==> src/rtl/mem_port_arbiter_if.sv <==
// rtl/mem_port_arbiter_if.sv - cpu/dbg requester ports, memory port-2 and status bundle
interface mem_port_arbiter_if;
  logic        cpu_req, dbg_req;
  logic        cpu_we, dbg_we;
  logic [31:0] cpu_addr, dbg_addr;
  logic [31:0] cpu_wdata, dbg_wdata;
  logic [1:0]  cpu_size, dbg_size;
  logic        cpu_sign, dbg_sign;
  logic        cpu_ack, dbg_ack;
  logic [31:0] cpu_rdata, dbg_rdata;
  logic        mem_rden2, mem_we2;
  logic [31:0] mem_addr2, mem_din2;
  logic [1:0]  mem_size;
  logic        mem_sign;
  logic [31:0] mem_dout2;
  logic        busy;
  logic        gnt_id;

  modport slave (
    input  cpu_req, dbg_req, cpu_we, dbg_we, cpu_addr, dbg_addr,
           cpu_wdata, dbg_wdata, cpu_size, dbg_size, cpu_sign, dbg_sign, mem_dout2,
    output cpu_ack, dbg_ack, cpu_rdata, dbg_rdata, mem_rden2, mem_we2,
           mem_addr2, mem_din2, mem_size, mem_sign, busy, gnt_id
  );

  modport master (
    output cpu_req, dbg_req, cpu_we, dbg_we, cpu_addr, dbg_addr,
           cpu_wdata, dbg_wdata, cpu_size, dbg_size, cpu_sign, dbg_sign, mem_dout2,
    input  cpu_ack, dbg_ack, cpu_rdata, dbg_rdata, mem_rden2, mem_we2,
           mem_addr2, mem_din2, mem_size, mem_sign, busy, gnt_id
  );
endinterface

==> src/rtl/mem_port_arbiter.sv <==
// rtl/mem_port_arbiter.sv - two-requester (cpu/dbg) arbiter onto memory port 2
// Optional ARB_ROUND_ROBIN_EN: alternate winners on contention; otherwise cpu has fixed priority.
module mem_port_arbiter (
  input  logic               clk,
  input  logic               rst,
  mem_port_arbiter_if.slave  bus
);
  typedef enum logic [1:0] {IDLE = 2'd0, ISSUE = 2'd1, RESP = 2'd2} state_t;

  state_t      state, state_nxt;
  logic        gnt_q, gnt_nxt;
  logic        grant;
  logic        we_q;
  logic [31:0] addr_q, wdata_q;
  logic [1:0]  size_q;
  logic        sign_q;
`ifdef ARB_ROUND_ROBIN_EN
  logic        last_grant;
`endif

  always_comb begin
    state_nxt = state;
    gnt_nxt   = gnt_q;
    grant     = 1'b0;
    case (state)
      IDLE: begin
        if (bus.cpu_req || bus.dbg_req) begin
          grant     = 1'b1;
          state_nxt = ISSUE;
          if (bus.cpu_req && bus.dbg_req) begin
`ifdef ARB_ROUND_ROBIN_EN
            gnt_nxt = ~last_grant;
`else
            gnt_nxt = 1'b0;
`endif
          end else begin
            gnt_nxt = bus.dbg_req;
          end
        end
      end
      ISSUE:   state_nxt = RESP;
      RESP:    state_nxt = IDLE;
      default: state_nxt = IDLE;
    endcase
  end

  // Strobes and acks are gated by rst so an interrupted transaction leaves no trace.
  always_comb begin
    bus.mem_rden2 = 1'b0;
    bus.mem_we2   = 1'b0;
    bus.cpu_ack   = 1'b0;
    bus.dbg_ack   = 1'b0;
    bus.cpu_rdata = 32'h0;
    bus.dbg_rdata = 32'h0;
    if (!rst) begin
      if (state == ISSUE) begin
        bus.mem_we2   = we_q;
        bus.mem_rden2 = ~we_q;
      end
      if (state == RESP) begin
        bus.cpu_ack = ~gnt_q;
        bus.dbg_ack = gnt_q;
        if (!we_q) begin
          if (gnt_q) bus.dbg_rdata = bus.mem_dout2;
          else       bus.cpu_rdata = bus.mem_dout2;
        end
      end
    end
  end

  // Latched request fields only change on a grant, so they double as the held port values.
  assign bus.mem_addr2 = addr_q;
  assign bus.mem_din2  = wdata_q;
  assign bus.mem_size  = size_q;
  assign bus.mem_sign  = sign_q;
  assign bus.busy      = (state != IDLE);
  assign bus.gnt_id    = gnt_q;

  always_ff @(posedge clk) begin
    if (rst) begin
      state   <= IDLE;
      gnt_q   <= 1'b0;
      we_q    <= 1'b0;
      addr_q  <= 32'h0;
      wdata_q <= 32'h0;
      size_q  <= 2'b00;
      sign_q  <= 1'b0;
`ifdef ARB_ROUND_ROBIN_EN
      last_grant <= 1'b1;
`endif
    end else begin
      state <= state_nxt;
      gnt_q <= gnt_nxt;
      if (grant) begin
        we_q    <= gnt_nxt ? bus.dbg_we    : bus.cpu_we;
        addr_q  <= gnt_nxt ? bus.dbg_addr  : bus.cpu_addr;
        wdata_q <= gnt_nxt ? bus.dbg_wdata : bus.cpu_wdata;
        size_q  <= gnt_nxt ? bus.dbg_size  : bus.cpu_size;
        sign_q  <= gnt_nxt ? bus.dbg_sign  : bus.cpu_sign;
`ifdef ARB_ROUND_ROBIN_EN
        last_grant <= gnt_nxt;
`endif
      end
    end
  end
endmodule

==> src/flat_wrapper.sv <==
// flat-port wrapper written by rule: the top's interface ports become plain ports
module mem_port_arbiter_flat 
  (clk, rst, bus_cpu_req, bus_dbg_req, bus_cpu_we, bus_dbg_we, bus_cpu_addr, bus_dbg_addr, bus_cpu_wdata, bus_dbg_wdata, bus_cpu_size, bus_dbg_size, bus_cpu_sign, bus_dbg_sign, bus_mem_dout2, bus_cpu_ack, bus_dbg_ack, bus_cpu_rdata, bus_dbg_rdata, bus_mem_rden2, bus_mem_we2, bus_mem_addr2, bus_mem_din2, bus_mem_size, bus_mem_sign, bus_busy, bus_gnt_id);
  mem_port_arbiter_if bus_i ();
  input  logic clk;
  input  logic rst;
  input wire logic [$bits(bus_i.cpu_req)-1:0] bus_cpu_req;
  input wire logic [$bits(bus_i.dbg_req)-1:0] bus_dbg_req;
  input wire logic [$bits(bus_i.cpu_we)-1:0] bus_cpu_we;
  input wire logic [$bits(bus_i.dbg_we)-1:0] bus_dbg_we;
  input wire logic [$bits(bus_i.cpu_addr)-1:0] bus_cpu_addr;
  input wire logic [$bits(bus_i.dbg_addr)-1:0] bus_dbg_addr;
  input wire logic [$bits(bus_i.cpu_wdata)-1:0] bus_cpu_wdata;
  input wire logic [$bits(bus_i.dbg_wdata)-1:0] bus_dbg_wdata;
  input wire logic [$bits(bus_i.cpu_size)-1:0] bus_cpu_size;
  input wire logic [$bits(bus_i.dbg_size)-1:0] bus_dbg_size;
  input wire logic [$bits(bus_i.cpu_sign)-1:0] bus_cpu_sign;
  input wire logic [$bits(bus_i.dbg_sign)-1:0] bus_dbg_sign;
  input wire logic [$bits(bus_i.mem_dout2)-1:0] bus_mem_dout2;
  output wire logic [$bits(bus_i.cpu_ack)-1:0] bus_cpu_ack;
  output wire logic [$bits(bus_i.dbg_ack)-1:0] bus_dbg_ack;
  output wire logic [$bits(bus_i.cpu_rdata)-1:0] bus_cpu_rdata;
  output wire logic [$bits(bus_i.dbg_rdata)-1:0] bus_dbg_rdata;
  output wire logic [$bits(bus_i.mem_rden2)-1:0] bus_mem_rden2;
  output wire logic [$bits(bus_i.mem_we2)-1:0] bus_mem_we2;
  output wire logic [$bits(bus_i.mem_addr2)-1:0] bus_mem_addr2;
  output wire logic [$bits(bus_i.mem_din2)-1:0] bus_mem_din2;
  output wire logic [$bits(bus_i.mem_size)-1:0] bus_mem_size;
  output wire logic [$bits(bus_i.mem_sign)-1:0] bus_mem_sign;
  output wire logic [$bits(bus_i.busy)-1:0] bus_busy;
  output wire logic [$bits(bus_i.gnt_id)-1:0] bus_gnt_id;
  assign bus_i.cpu_req = bus_cpu_req;
  assign bus_i.dbg_req = bus_dbg_req;
  assign bus_i.cpu_we = bus_cpu_we;
  assign bus_i.dbg_we = bus_dbg_we;
  assign bus_i.cpu_addr = bus_cpu_addr;
  assign bus_i.dbg_addr = bus_dbg_addr;
  assign bus_i.cpu_wdata = bus_cpu_wdata;
  assign bus_i.dbg_wdata = bus_dbg_wdata;
  assign bus_i.cpu_size = bus_cpu_size;
  assign bus_i.dbg_size = bus_dbg_size;
  assign bus_i.cpu_sign = bus_cpu_sign;
  assign bus_i.dbg_sign = bus_dbg_sign;
  assign bus_i.mem_dout2 = bus_mem_dout2;
  assign bus_cpu_ack = bus_i.cpu_ack;
  assign bus_dbg_ack = bus_i.dbg_ack;
  assign bus_cpu_rdata = bus_i.cpu_rdata;
  assign bus_dbg_rdata = bus_i.dbg_rdata;
  assign bus_mem_rden2 = bus_i.mem_rden2;
  assign bus_mem_we2 = bus_i.mem_we2;
  assign bus_mem_addr2 = bus_i.mem_addr2;
  assign bus_mem_din2 = bus_i.mem_din2;
  assign bus_mem_size = bus_i.mem_size;
  assign bus_mem_sign = bus_i.mem_sign;
  assign bus_busy = bus_i.busy;
  assign bus_gnt_id = bus_i.gnt_id;
  mem_port_arbiter u_core (.clk(clk), .rst(rst), .bus(bus_i));
endmodule
==> config.mk <==
export PLATFORM = sky130hd
export DESIGN_NAME = mem_port_arbiter_flat
export DESIGN_NICKNAME = d
export VERILOG_FILES = /design/src/rtl/mem_port_arbiter_if.sv /design/src/rtl/mem_port_arbiter.sv /design/src/flat_wrapper.sv
export SDC_FILE = /design/constraint.sdc
export NUM_CORES = 1
export LEC_CHECK = 0
export CAP_MARGIN = 20
export CORE_MARGIN = 10
export CORE_UTILIZATION = 35
export DETAILED_ROUTE_END_ITERATION = 8
export PLACE_DENSITY_LB_ADDON = 0.12
export RECOVER_POWER = 25
export SETUP_SLACK_MARGIN = 0.1
export SYNTH_ARGS = -nofsm -noshare
export SYNTH_HDL_FRONTEND = slang
export SYNTH_SLANG_ARGS = --single-unit
==> constraint.sdc <==
create_clock -name clk -period 3.4 [get_ports clk]
set_input_delay 0.68 -clock clk [delete_from_list [all_inputs] [get_ports clk]]
set_output_delay 0.68 -clock clk [all_outputs]
set_load 0.05 [all_outputs]
==> qor.csv <==
metric,value,unit
status,finished clean,
clock_path_buffers,2,
syn_nets,606,
muxShareOfSynthArea,18.2,%
finalWirelength,18600,um
io_pins,309,
routed_via_density,5.11,
antenna_found_initial,1,
drv_slew,0,
ctsRootBufferMaster,clkbuf_8,
setup.worst_path.class,input pin to output pin,
dr.pass1.iters,4,
wl_per_cell,21.7,um
powerDensity,374,mW/mm^2
synth_top_area_share,38.0,%
grt_max_degree,69,
synth_area_leader_cell,dfxtp_1,
slew-limit-headroom,31.6,%
hold_violations,0,
hpwl,15000,um
postCtsSetupBuffers,0,
cts_tree,yes,
synth_top_family_by_area,compound AO/OA/AOI/OAI gates,
grt_use_total,22.9,%
areaGrowthSynthToFinish,106,%
yosys_warnings,0,
fin_tns_setup,0,ps
grt_pass1_vias,4552,
vias,4376,
drive_gt1_share,14.6,%
tightest_slew,1030,ps
gp_congestion,0.859,
synth-simple-area-share,13.4,%
num_rows,37,
syn_area,0.00374,mm^2
gr-total-overflow,0,
endpoint_kind,output pin,
grt_pass1_wl,27300,um
die_area,0.0152,mm^2
maxCapViolations,0,
ys_seq_elements,71,
drtIter0Drc,224,
fmax,356,MHz
synth_cell_types,17,
total_leakage_power,0.00314,uW
yosys.area_share.adder,0,%
required,2720,ps
htree_levels,3,
setup_viol,0,
coreArea,0.0104,mm^2
critPathMaxFanout,33,
dp.cells,838,
skew,9.43,ps
yosys-top-cells-area,"dfxtp_1 38%, mux2i_1 18%, a211oi_1 12%",
cts_hold_buf,0,
cts_resized,0,
insertion_delay,340,ps
synth_xor_area_share,0,%
synth_compound_area_share,24.4,%
die_w,123,um
hp-class,flop to flop,
min_period_over_period,82.7,%
ys_seq_area_share,38.0,%
worstPathArrival,2130,ps
fillers,741,
fin_nets,885,
antenna_left,0,
ir_worst_vdd,275,uV
post_synth.cell_area_avg,8.61,um^2
fin_crit,2810,ps
netlist_instances,434,
rsz0062_at_grt,false,
final_util,74.3,%
start_util,36.0,%
clk_pin_slew_worst_paths,80,ps
crit_path_start_kind,input pin,
fin_cells,856,
io_buffers,308,
cts-buffers-inserted,9,
dieHeight,123,um
cts.sinks,71,
drc,0,
-- flip-flops by register name, indices dropped and copies added (netlist names), named ones only --
signal / flops
u_core.bus.mem_sign: 1
u_core.we_q: 1
u_core.bus.mem_din2: 32
u_core.bus.mem_size: 2
u_core.state: 2
u_core.bus.mem_addr2: 32
-- final timing paths --
check / start / endpoint / slack (ps) / cells after the start
min reg2reg: u_core.bus.mem_addr2[13]$_SDFFE_PP0P_ / u_core.bus.mem_addr2[13]$_SDFFE_PP0P_ / 520 / 2
max reg2reg: u_core.state[1]$_SDFFE_PP0P_ / u_core.bus.mem_addr2[10]$_SDFFE_PP0P_ / 860 / 4
max: rst / bus_dbg_rdata[13] / 590 / 6
min: u_core.bus.mem_addr2[13]$_SDFFE_PP0P_ / u_core.bus.mem_addr2[13]$_SDFFE_PP0P_ / 520 / 2
-- synth_stat cells --
cell type and instances:
inv_1 3, nor3b_1 1, a21oi_1 69, nor2_1 66, buf_2 12, nand3_1 1, nor2b_1 2, mux2i_1 68
or2_0 1, clkbuf_1 34, nand3b_1 1, buf_6 2, a211oi_2 10, a211oi_1 59, and2_1 2, nand2b_1 32
dfxtp_1 71
-- power breakdown --
part / internal (uW) / switching [uW] / total [uW]
sequential: 928 / 58.3 / 986
clock: 416 / 335 / 751
combinational: 468 / 678 / 1150
total: 1810 / 1070 / 2880
-- cells by family (layout without fill, tap and decap cells) --
group / Yosys count / in the layout
AOI/OAI and AO/OA: 138 / 138
and+or+nand+nor: 106 / 106
DFF: 71 / 71
muxes: 68 / 68
buffers and inverters: 51 / 334
other: 0 / 3
-- per-stage QoR --
step | area, um^2 | hold slack [ps] | power, uW | setup WS [ps]
final | 7700 | 519 | 2880 | 589
after CTS | 7700 | 521 | 2930 | 668
after global routing | 7700 | 545 | 3010 | 469
after detailed placement | 7480 | 512 | 2180 | 597
after global placement | 7480 | 507 | 2160 | 657
after floorplan | 3740 | 461 | 1670 | 671
-- worst max-delay path, cell delays in order --
cell      delay, ps
clkbuf_1        520
nor2_1          130
nand3_1         120
buf_4           330
nor2_1          160
buf_12          180
-- cell type report --
type	count	area [um^2]	share of cell area, %
well taps	136	170	2.21
repair buffers	316	3770	49.0
multi-input cells	312	2100	27.3
flip-flops and latches	71	1420	18.4
diodes	3	7.51	0.0974
clock buffers	9	124	1.61
clock inverters	6	93.8	1.22
inverters	3	11.3	0.146
-- cell usage in the layout, fill, tap and decap left out, types with 2 or more instances in the layout --
cell type and n:
a211oi_1 59, a211oi_2 10, a21oi_1 69, buf_12 65, buf_4 11, bufinv_16 2
clkbuf_8 9, clkdlybuf4s50_1 188, dfxtp_1 71, diode_2 3, dlygate4sd3_1 50, inv_1 3
inv_6 2, mux2i_1 68, nand2b_1 32, nor2_1 65, nor2b_1 2
-- metal layers --
metal | vias to the layer above | GRT usage (%) | share of wire (%)
met3 | 18 | 9.21 | 10
met2 | 193 | 40.6 | 52
met4 | 0 | 8.08 | 1.8
met1 | 2046 | 24.1 | 36
li1 | 2119 | - | -
met5 | - | 0 | 0
No activity file was read; power rests on OpenSTA's default activity.
